### src/rtl/mips_bus_pkg.sv
// Shared types and constants for the MIPS external-bus arbiter.
// Holds the arbiter FSM states, grant encoding and default bus widths.
package mips_bus_pkg;

  localparam int ADDR_W_DEF = 32;
  localparam int DATA_W_DEF = 32;

  // Boot fetch address of the MIPS core.
  localparam logic [31:0] RESET_VECTOR = 32'hBFC0_0000;

  typedef enum logic [1:0] {
    IDLE,
    ISSUE,
    RDATA,
    DONE
  } state_t;

  typedef enum logic {
    GNT_M0,
    GNT_M1
  } grant_t;

  function automatic grant_t other_grant(input grant_t g);
    return (g == GNT_M0) ? GNT_M1 : GNT_M0;
  endfunction

endpackage

### src/rtl/mips_rr_picker.sv
// Combinational two-way request picker: round-robin against the last
// grant, or fixed priority with m1 winning when ROUND_ROBIN is 0.
module mips_rr_picker
  import mips_bus_pkg::*;
#(
  parameter int ROUND_ROBIN = 1
) (
  input  logic   req0,
  input  logic   req1,
  input  grant_t last_grant,
  output grant_t grant,
  output logic   valid
);

  // NOTE: every output of a combinational block gets a default first, so no
  // path through the block leaves a value unassigned and infers a latch.
  always_comb begin
    valid = req0 | req1;
    grant = GNT_M0;
    if (req0 && req1) begin
      grant = (ROUND_ROBIN != 0) ? other_grant(last_grant) : GNT_M1;
    end else if (req1) begin
      grant = GNT_M1;
    end
  end

endmodule

### src/rtl/mips_bus_arbiter.sv
// Two-master arbiter placing instruction fetch (m0) and load/store (m1)
// onto one external memory bus; all outputs are registered.
module mips_bus_arbiter
  import mips_bus_pkg::*;
#(
  parameter int ADDR_W       = ADDR_W_DEF,
  parameter int DATA_W       = DATA_W_DEF,
  parameter int READ_LATENCY = 1,
  parameter int ROUND_ROBIN  = 1
) (
  input  logic                clk,
  input  logic                reset,
  input  logic [ADDR_W-1:0]   m0_address,
  input  logic                m0_read,
  output logic [DATA_W-1:0]   m0_readdata,
  output logic                m0_waitrequest,
  input  logic [ADDR_W-1:0]   m1_address,
  input  logic                m1_read,
  input  logic                m1_write,
  input  logic [DATA_W-1:0]   m1_writedata,
  input  logic [DATA_W/8-1:0] m1_byteenable,
  output logic [DATA_W-1:0]   m1_readdata,
  output logic                m1_waitrequest,
  output logic [ADDR_W-1:0]   s_address,
  output logic                s_read,
  output logic                s_write,
  output logic [DATA_W-1:0]   s_writedata,
  output logic [DATA_W/8-1:0] s_byteenable,
  input  logic                s_waitrequest,
  input  logic [DATA_W-1:0]   s_readdata
);

  localparam int               CNT_W    = 2;
  localparam logic [CNT_W-1:0] CNT_LOAD = CNT_W'(READ_LATENCY - 1);

  state_t           state, state_next;
  grant_t           last_grant, winner, pick_grant;
  logic             pick_valid;
  logic             m0_req, m1_req;
  logic             accept;
  logic [CNT_W-1:0] cnt;

  assign m0_req = m0_read;
  assign m1_req = m1_read | m1_write;
  assign accept = (state == ISSUE) && (s_read || s_write) && !s_waitrequest;

  mips_rr_picker #(
    .ROUND_ROBIN(ROUND_ROBIN)
  ) u_picker (
    .req0      (m0_req),
    .req1      (m1_req),
    .last_grant(last_grant),
    .grant     (pick_grant),
    .valid     (pick_valid)
  );

  // NOTE: sequential state uses non-blocking assignments so every register
  // samples the pre-edge value of its neighbours regardless of statement order.
  always_ff @(posedge clk) begin
    if (reset) state <= IDLE;
    else       state <= state_next;
  end

  always_comb begin
    state_next = state;
    case (state)
      IDLE:    if (pick_valid) state_next = ISSUE;
      ISSUE:   if (accept) state_next = s_write ? DONE : RDATA;
      RDATA:   if (cnt == '0) state_next = DONE;
      DONE:    state_next = IDLE;
      default: state_next = IDLE;
    endcase
  end

  // Bus and master-side registers; requests seen during DONE are ignored
  // because arbitration only happens from IDLE.
  always_ff @(posedge clk) begin
    if (reset) begin
      s_address      <= '0;
      s_read         <= 1'b0;
      s_write        <= 1'b0;
      s_writedata    <= '0;
      s_byteenable   <= '0;
      m0_readdata    <= '0;
      m1_readdata    <= '0;
      m0_waitrequest <= 1'b1;
      m1_waitrequest <= 1'b1;
      last_grant     <= GNT_M1;
      winner         <= GNT_M0;
      cnt            <= '0;
    end else begin
      case (state)
        IDLE: begin
          if (pick_valid) begin
            winner <= pick_grant;
            if (pick_grant == GNT_M1) begin
              // A simultaneous read+write from the data port is a write.
              s_address    <= m1_address;
              s_write      <= m1_write;
              s_read       <= !m1_write;
              s_writedata  <= m1_writedata;
              s_byteenable <= m1_byteenable;
            end else begin
              s_address    <= m0_address;
              s_read       <= 1'b1;
              s_write      <= 1'b0;
              s_writedata  <= '0;
              s_byteenable <= '1;
            end
          end
        end
        ISSUE: begin
          if (accept) begin
            s_read  <= 1'b0;
            s_write <= 1'b0;
            cnt     <= CNT_LOAD;
            if (s_write) begin
              if (winner == GNT_M0) m0_waitrequest <= 1'b0;
              else                  m1_waitrequest <= 1'b0;
            end
          end
        end
        RDATA: begin
          cnt <= cnt - 1'b1;
          if (cnt == '0) begin
            if (winner == GNT_M0) begin
              m0_readdata    <= s_readdata;
              m0_waitrequest <= 1'b0;
            end else begin
              m1_readdata    <= s_readdata;
              m1_waitrequest <= 1'b0;
            end
          end
        end
        DONE: begin
          m0_waitrequest <= 1'b1;
          m1_waitrequest <= 1'b1;
          last_grant     <= winner;
        end
        default: ;
      endcase
    end
  end

endmodule
### config.mk
export PLATFORM = sky130hd
export DESIGN_NAME = mips_bus_arbiter
export DESIGN_NICKNAME = d
export VERILOG_FILES = /design/src/rtl/mips_bus_pkg.sv /design/src/rtl/mips_rr_picker.sv /design/src/rtl/mips_bus_arbiter.sv
export SDC_FILE = /design/constraint.sdc
export NUM_CORES = 1
export LEC_CHECK = 0
export CORE_AREA = 4 4 120 122
export DETAILED_ROUTE_END_ITERATION = 8
export DIE_AREA = 0 0 124 126
export PLACE_DENSITY = 0.84
export REMOVE_ABC_BUFFERS = 1
export SYNTH_ARGS = -nofsm -noshare
export SYNTH_HDL_FRONTEND = slang
export SYNTH_HIERARCHICAL = 1
export SYNTH_SLANG_ARGS = --single-unit
export TNS_END_PERCENT = 50
### constraint.sdc
create_clock -name clk -period 4.15 [get_ports clk]
set_input_delay 0.83 -clock clk [delete_from_list [all_inputs] [get_ports clk]]
set_output_delay 0.83 -clock clk [all_outputs]
set_load 0.03 [all_outputs]
## After elaboration in Yosys (flattened, before gate mapping)

Cells that the tools add are included.

- Word-level logic and storage cells: 72
- Register bits: 142
- Input port bits: 138
- Output and inout port bits: 136

- Muxes and demuxes: 30
- Reduce and logical (&&, ||, !) cells: 18
- Bitwise operators: 3
- Add/sub/neg operators: 1
- Eq/ne operators: 7

Operators by type and width:

| kind | number |
|---|---|
| two-way mux 32 bit | 2 |
| two-way mux 1 bit | 17 |
| AND reduction 3 bit | 4 |
| two-way mux 2 bit | 4 |
| inequality test 2 bit (second input constant) | 4 |
| case mux 2 bit (4 select lines) | 1 |
| case mux 1 bit (3 select lines) | 2 |
| == test 2 bit (second input constant) | 2 |
| logical NOT 2 bit | 2 |
| two-way mux 4 bit | 1 |
| case mux 1 bit (2 select lines) | 2 |
| case mux 2 bit (2 select lines) | 1 |
| AND reduction 2 bit | 2 |
| AND reduction 4 bit | 1 |
| nonzero test 2 bit | 2 |
| logical AND 1 bit | 3 |
| nonzero test 3 bit | 1 |
| == test 2 x 1 -> 1 bit (second input constant) | 1 |
| logical NOT 1 bit | 2 |
| OR 1 bit | 2 |
| subtractor 2 x 1 -> 2 bit (second input constant) | 1 |
| logical OR 1 bit | 1 |
| NOT 1 bit | 1 |

## Longest topological paths before layout

Gate-level depths: netlist (run 1).

- Word-level depth: 6
- Mapped depth: 7

## By module

Netlist (run 1), hierarchy kept.

By module, submodules not included:

| module | seq. area each (sq um) | instances | cells each | area each (sq um) |
|---|---|---|---|---|
| mips_bus_arbiter | 2842.7 | 1 | 653 | 5714.2 |
| mips_rr_picker | 0.0 | 1 | 2 | 13.8 |

## Worst setup path before layout (run 1)

Ideal clock, no wire load.

- Path kind: in2reg
- Start: input port m1_write
- End: register s_address[18]
- Stages: 6
- Data arrival time: 1987 ps
- Slack: 2077 ps
- Library setup time: 87 ps
- Buffers on the path: 2
- Cell sequence: or2_2 -> or2_1 -> and2_4 -> buf_6 -> buf_2 -> a211oi_1

RTL lines:

| what | line | source |
|---|---|---|
| from (decl) | mips_bus_arbiter.sv:19 | `input logic m1_write,` |
| OR 1 bit | mips_bus_arbiter.sv:44 | `assign m1_req = m1_read \| m1_write;` |
| OR 1 bit | mips_rr_picker.sv:18 | `valid = req0 \| req1;` |
| via pick_valid | mips_bus_arbiter.sv:38 | `logic pick_valid;` |
| AND reduction 2 bit (no line) | n/a |  |
| to (signal assigned) | mips_bus_arbiter.sv:98 | `s_address <= m1_address;` |
| to (signal assigned) | mips_bus_arbiter.sv:104 | `s_address <= m0_address;` |
| to (decl) | mips_bus_arbiter.sv:24 | `output logic [ADDR_W-1:0] s_address,` |

The timed path passes the listed nets, and every way through them passes these cells.
A chain may end at the register's enable or synchronous reset.

## Final worst setup path (run 1)

- Start: input port m1_write
- End: register s_address[17]

RTL lines:

| what | line | source |
|---|---|---|
| OR 1 bit | mips_bus_arbiter.sv:44 |  |
| via m1_req | mips_bus_arbiter.sv:39 | `logic m0_req, m1_req;` |
| OR 1 bit | mips_rr_picker.sv:18 |  |
| via pick_valid | mips_bus_arbiter.sv:38 |  |
| AND reduction 2 bit (no line) | n/a |  |

The timed path passes the listed nets, and every way through them passes these cells.

==> reports/qor.yml, run 1 <==
run_status: "finished, final reports clean"
rrSetupSlack_ns: 1.87
initialDrtViolationCount: 293
grt_use_total: 0.221
timing.hold.ws_ns: 0.448
avgSynthCellArea_um2: 8.75
cts.sinks: 142
core_um2: 13200
cts_tree: "done"
post-route-period-util: 0.606
antenna_left: 0
hold_buffers: 0
fin_crit_ns: 2.51
hold_path_class: "reg -> reg"
chipWidth_um: 124
clkTransAtPathRegs_ns: 0.06
synth.area.top_cells: "dfxtp_1 50%, nand2_1 11%, a21oi_1 7.3%"
async_reset_ff_frac: 0
hold_start: "s_writedata[5]"
cts_resized: 0
ys_types: 39
r2r_cells: 6
drtPass1Iterations: 4
drive_gt1_frac: 0.0766
crit_chain: "clkdlybuf4s50_1, or2_2, or2_1, and2_4, nor2_1, a211oi_1"
n_antenna_cell: 0
routed_wl_um: 17500
synth_enable_flop_cells: 0
worstReg2RegStart: "state[0]"
ys_seq_area_frac: 0.496
leakagePower_nw: 3.27
drc: 0
path_buf_inv: 1
finalSetupViolCount: 0
via_per_inst: 5.03
grt_pass1_wl_um: 27000
fmax_ghz: 0.398
required_ns: 4.46
dieHeight_um: 126
htree_num_levels: 4
maxSlewViolCount: 0
cp_slowest_stage_delay_ns: 0.83
post_cts.repair.setup_buffers: 0
row_count: 42
pre_cts_ws_ns: 1.21
clock_latency_ns: 0.42
grt.overflow.total: 0
cp_top_family: "simple AND/OR/NAND/NOR gates"
cp-startpoint: "m1_write"
power_density_nw_per_um2: 602
syn-cell-area_um2: 5730
peakVddDrop_mv: 0.283
arrival_ns: 2.82
gp_congestion: 0.790
finish.utilization: 0.685
area_growth_pct: 57.7
grt_antenna_before_repair: 0
numCtsBuffers: 17
grt_pass1_vias: 5292
synth_top_area_cell: "dfxtp_1"
die_area_um2: 15600
fin_skew_ns: 0.0101
initial_core_util: 0.434
root_buffer: "clkbuf_16"
synth_top_area_share: 0.496
hold_depth: 2
clk_path_buf_depth: 2
pin_count: 274
crit_type: "in -> reg"
synth-seq-cells: 142
r2r_end: "m1_readdata[20]"
yosysWarnings: 6
cp_max_fo: 102
cp-end-kind: "flip-flop"
fin_ws_ns: 1.64
rsz0062_at_grt: "false"
vias: 5485
finalNetCount: 1045
wl_per_cell_um: 16.1
dp_hpwl_um: 12500
critPathSlowestCell: "and2_4"
synth_ff_type: "dfxtp_1"
grt_max_degree: 103
cp-start-kind: "input pin"
slew_headroom: 0.219
cap_violations: 0
hold_viol_final: 0
nFillCells: 1056
worst_pin_slew_ns: 1.17
holdPathEnd: "s_writedata[5]"
synth_cells: 655
io_buffer_count: 273
kinds of logic after synthesis:
group                    count (synthesis)  share of synthesized area
AND/OR/NAND/NOR                        264                      0.194
multiplexers                            35                     0.0612
adder cells (fa/ha/maj)                  6                     0.0131
flip-flops                             142                      0.496
buffers and inverters                   64                     0.0692
AO/OA/AOI/OAI                          144                      0.167
registers in the layout, summed over array words and instances (netlist names):
register and flops:
winner 1, s_write 1, m1_readdata 32, m0_readdata 32, state 2, s_address 32
s_byteenable 4, m0_waitrequest 1, cnt 2, s_read 1, last_grant 1, s_writedata 32
m1_waitrequest 1
power by group:
group          switching, W  total [W]  internal [W]
clock network      0.000565    0.00159       0.00102
logic               0.00124    0.00206      0.000824
registers          0.000152    0.00179       0.00164
cell usage after synthesis (2+ instances only):
cell type / count
mux2i_1: 35
buf_4: 5
nor2_1: 37
a211oi_2: 10
o21ai_0: 2
a21oi_1: 83
ha_1: 6
nor3b_1: 5
nand2b_1: 2
a211oi_1: 22
buf_6: 15
buf_2: 20
nand3_1: 33
nor3_1: 4
a2111oi_0: 2
o221ai_1: 2
nand2_1: 171
a21oi_2: 14
a32o_1: 2
clkbuf_1: 14
and3_1: 3
inv_1: 10
dfxtp_1: 142
routing by layer:
| metal | vias to the layer above | share of wire | GRT usage |
|---|---|---|---|
| met3 | 28 | 0.12 | 0.0991 |
| met2 | 217 | 0.49 | 0.380 |
| met4 | 0 | 0.015 | 0.0722 |
| met1 | 2518 | 0.38 | 0.240 |
| li1 | 2722 | - | - |
| met5 | - | 0 | 0 |
worst max path at each step:
stage	slack, ns	cells after the start	endpoint
2_1_floorplan	-1.00	5	s_write
3_3_place_gp	1.31	6	s_writedata[6]
3_5_place_dp	1.21	6	s_address[17]
4_1_cts	1.66	6	s_address[22]
5_1_grt	1.45	6	s_writedata[10]
6_report	1.64	6	s_address[17]
layout by cell type (no fill, tap or decap), types with 3 or more instances in the layout:
cell type        instances
inv_1                   10
a211oi_2                10
nor3b_1                  5
mux2i_1                 35
a21oi_2                 14
bufinv_16                3
nor3_1                   4
a211oi_1                22
nand3_1                 33
clkdlybuf4s50_1        272
clkbuf_8                 5
ha_1                     6
and3_1                   3
dfxtp_1                142
clkinv_2                 4
buf_4                    8
nor2_1                  37
nand2_1                171
clkbuf_16               17
a21oi_1                 83
metrics by stage:
step / std cells / area [um^2] / TNS, ns / power (W)
2_1_floorplan: 601 / 5370 / -53.22 / 0.00299
3_3_place_gp: 1058 / 8400 / 0 / 0.00386
3_5_place_dp: 1058 / 8400 / 0 / 0.00389
4_1_cts: 1090 / 9030 / 0 / 0.00549
5_1_grt: 1090 / 9030 / 0 / 0.00572
6_report: 1090 / 9030 / 0 / 0.00544
worst reg2reg max path: stages (launching register included):
cell and delay, ns:
dfxtp_1 0.35, inv_1 0.12, ha_1 0.29, and3_1 0.99, buf_4 0.28, nand2_1 0.05, a21oi_1 0.14
layout make-up:
class / count / area, um^2 / area share
clock buffer: 22 / 494 / 0.0547
tap: 176 / 220 / 0.0244
clock inverter: 10 / 134 / 0.0148
timing repair buffer: 281 / 2800 / 0.310
multi-input combinational: 449 / 2500 / 0.277
sequential: 142 / 2840 / 0.315
inverter: 10 / 37.5 / 0.00416
(Power assumes the default switching activity.)
==> run 2: changes to the inputs <==
- CORE_AREA: 4 4 120 122 -> 4 4 130 132
- DIE_AREA: 0 0 124 126 -> 0 0 134 136
- PLACE_DENSITY: 0.84 -> 0.76
- clock period: 4.15 -> 2.1 ns (I/O delays scaled with it)
==> run 2 against run 1 <==
Worst setup slack worse by 1.5 ns; power is 97% higher; via count is 1.5% lower; register-to-register slack worse by 1.5 ns; clock-buffer cell count is 5 lower; critical path depth is 5 lower; first-iteration DRC count is 41% lower; highest routed layer unchanged.
==> reports/qor.yml, run 2 (same netlist as run 1, synthesis figures left out) <==
initial_core_util: 0.365  # -0.0697
hold_start: "reset"
power_density_nw_per_um2: 1170  # +94%
fmax_ghz: 0.509
clkTransAtPathRegs_ns: 0.07  # about the same
post_cts.repair.setup_buffers: 0  # unchanged
path_buf_inv: 1  # unchanged
required_ns: 1.68  # -2.78 ns
fin_ws_ns: 0.134  # -1.50 ns
antenna_left: 0  # unchanged
finalSetupViolCount: 0  # unchanged
placed_cells: 1111  # +5.0%
cp-start-kind: "flip-flop"
grt_antenna_before_repair: 0  # unchanged
drive_gt1_frac: 0.0895  # +0.0129
grt_pass1_vias: 5228  # -1.2%
cp_slowest_stage_delay_ns: 0.71  # -0.12 ns
drtPass1Iterations: 4  # unchanged
worst_pin_slew_ns: 0.624  # -0.547 ns
htree_num_levels: 4  # unchanged
cts.sinks: 142  # unchanged
numCtsBuffers: 17  # unchanged
fin_crit_ns: 1.97
hold_path_class: "in -> reg"
wl_per_cell_um: 15.0  # -6.7%
dieHeight_um: 136  # +7.9%
critPathSlowestCell: "clkdlybuf4s50_1"
rsz0062_at_grt: "false"
n_antenna_cell: 0  # unchanged
grt_pass1_wl_um: 26700  # -1.0%
rrSetupSlack_ns: 0.34  # -1.53 ns
leakagePower_nw: 3.32  # +1.6%
use_met2: 0.318  # -0.0621
gp_congestion: 0.757  # -4.1%
crit_chain: "clkdlybuf4s50_1"
crit_type: "reg -> out"
pin_count: 274  # unchanged
setup_tns_ns: 0  # unchanged
r2r_cells: 5  # -1
cts_tree: "done"
grt_max_degree: 77  # -25%
routed_wl_um: 17100  # -2.2%
layout_commonest_cell: "clkdlybuf4s50_1"
run_status: "finished, final reports clean"
post-route-period-util: 0.936
initialDrtViolationCount: 172  # -41%
fin_skew_ns: 0.00943  # -0.000639 ns
holdPathEnd: "winner"
hold_depth: 2  # unchanged
grt_use_total: 0.185  # -0.0359
peakVddDrop_mv: 0.630  # +120%
vias: 5400  # -1.5%
root_buffer: "clkbuf_16"
arrival_ns: 1.55  # -1.27 ns
layout.cells.non_filler: 1143  # +4.9%
core_um2: 15700  # +19%
finalNetCount: 1058  # +1.2%
via_per_inst: 4.72  # -6.1%
die_area_um2: 18200  # +17%
met1_usage: 0.209  # -0.0307
top_usage_layer: "met2"
pre_cts_ws_ns: -0.0621  # -1.27 ns
clock_latency_ns: 0.41  # about the same
grtUsageMet3: 0.0814  # -0.0177
row_count: 46  # +9.5%
area_growth_pct: 60.6
drc: 0  # unchanged
grt.overflow.total: 0  # unchanged
worstReg2RegStart: "state[0]"
hold_viol_final: 0  # unchanged
r2r_end: "m0_waitrequest"
dp_hpwl_um: 12600  # +1.2%
io_buffer_count: 273  # unchanged
chipWidth_um: 134  # +8.1%
cp_top_family: "buffers and inverters"
cp-end-kind: "output port"
hold_buffers: 0  # unchanged
cap_violations: 0  # unchanged
clk_path_buf_depth: 2  # unchanged
cp_max_fo: 5  # -95%
slew_headroom: 0.584  # +0.365
maxSlewViolCount: 0  # unchanged
layout_common_cells: "272 x clkdlybuf4s50_1, 171 x nand2_1, 142 x dfxtp_1"
cts_resized: 0  # unchanged
run 2: power by group:
part / leakage [nW] / internal, W / total [W] / switching, W
clock: 0.272 / 0.00167 / 0.00291 / 0.00124
combinational: 1.89 / 0.00182 / 0.00430 / 0.00248
sequential: 1.16 / 0.00323 / 0.00352 / 0.000293
total: 3.32 / 0.00672 / 0.0107 / 0.00402
run 2: metrics by stage:
step / power [W] / cell area [um^2] / hold slack, ns / utilization
floorplan: 0.00591 / 5370 / 0.442 / -
global placement: 0.00786 / 8630 / 0.438 / 0.549
detailed placement: 0.00792 / 8630 / 0.444 / 0.549
CTS: 0.0109 / 9200 / 0.245 / 0.586
global route: 0.0113 / 9200 / 0.261 / 0.586
finish: 0.0107 / 9200 / 0.269 / 0.586
run 2: cell type report:
| type | count | area, um^2 |
|---|---|---|
| Clock buffer | 17 | 425 |
| Clock inverter | 15 | 149 |
| Fill cell | 1436 | 6510 |
| Inverter | 10 | 37.5 |
| Multi-Input combinational cell | 449 | 2500 |
| Sequential cell | 142 | 2840 |
| Tap cell | 216 | 270 |
| Timing Repair Buffer | 294 | 2980 |
run 2: how the worst max path moves through the flow:
stage              from             to  slack [ns]  cells past startpoint
2_1_floorplan  m1_write        s_write       -2.64                      5
3_3_place_gp   m1_write  s_address[23]      -0.003                      7
3_5_place_dp   m1_write  s_address[18]       -0.06                      6
4_1_cts         s_write        s_write        0.11                      1
5_1_grt         s_write        s_write        0.10                      1
6_report        s_write        s_write        0.13                      1
run 2: per-layer routing:
| layer | up-vias | share of wire |
|---|---|---|
| li1 | 2733 | - |
| met1 | 2442 | 0.41 |
| met2 | 215 | 0.48 |
| met3 | 10 | 0.10 |
| met4 | 0 | 0.010 |
| met5 | - | 0 |
==> run 3: changes to the inputs <==
- HOLD_SLACK_MARGIN: default -> 0.06
==> results of run 3 <==
Final layout, timing and power as in run 2 (identical DEF).
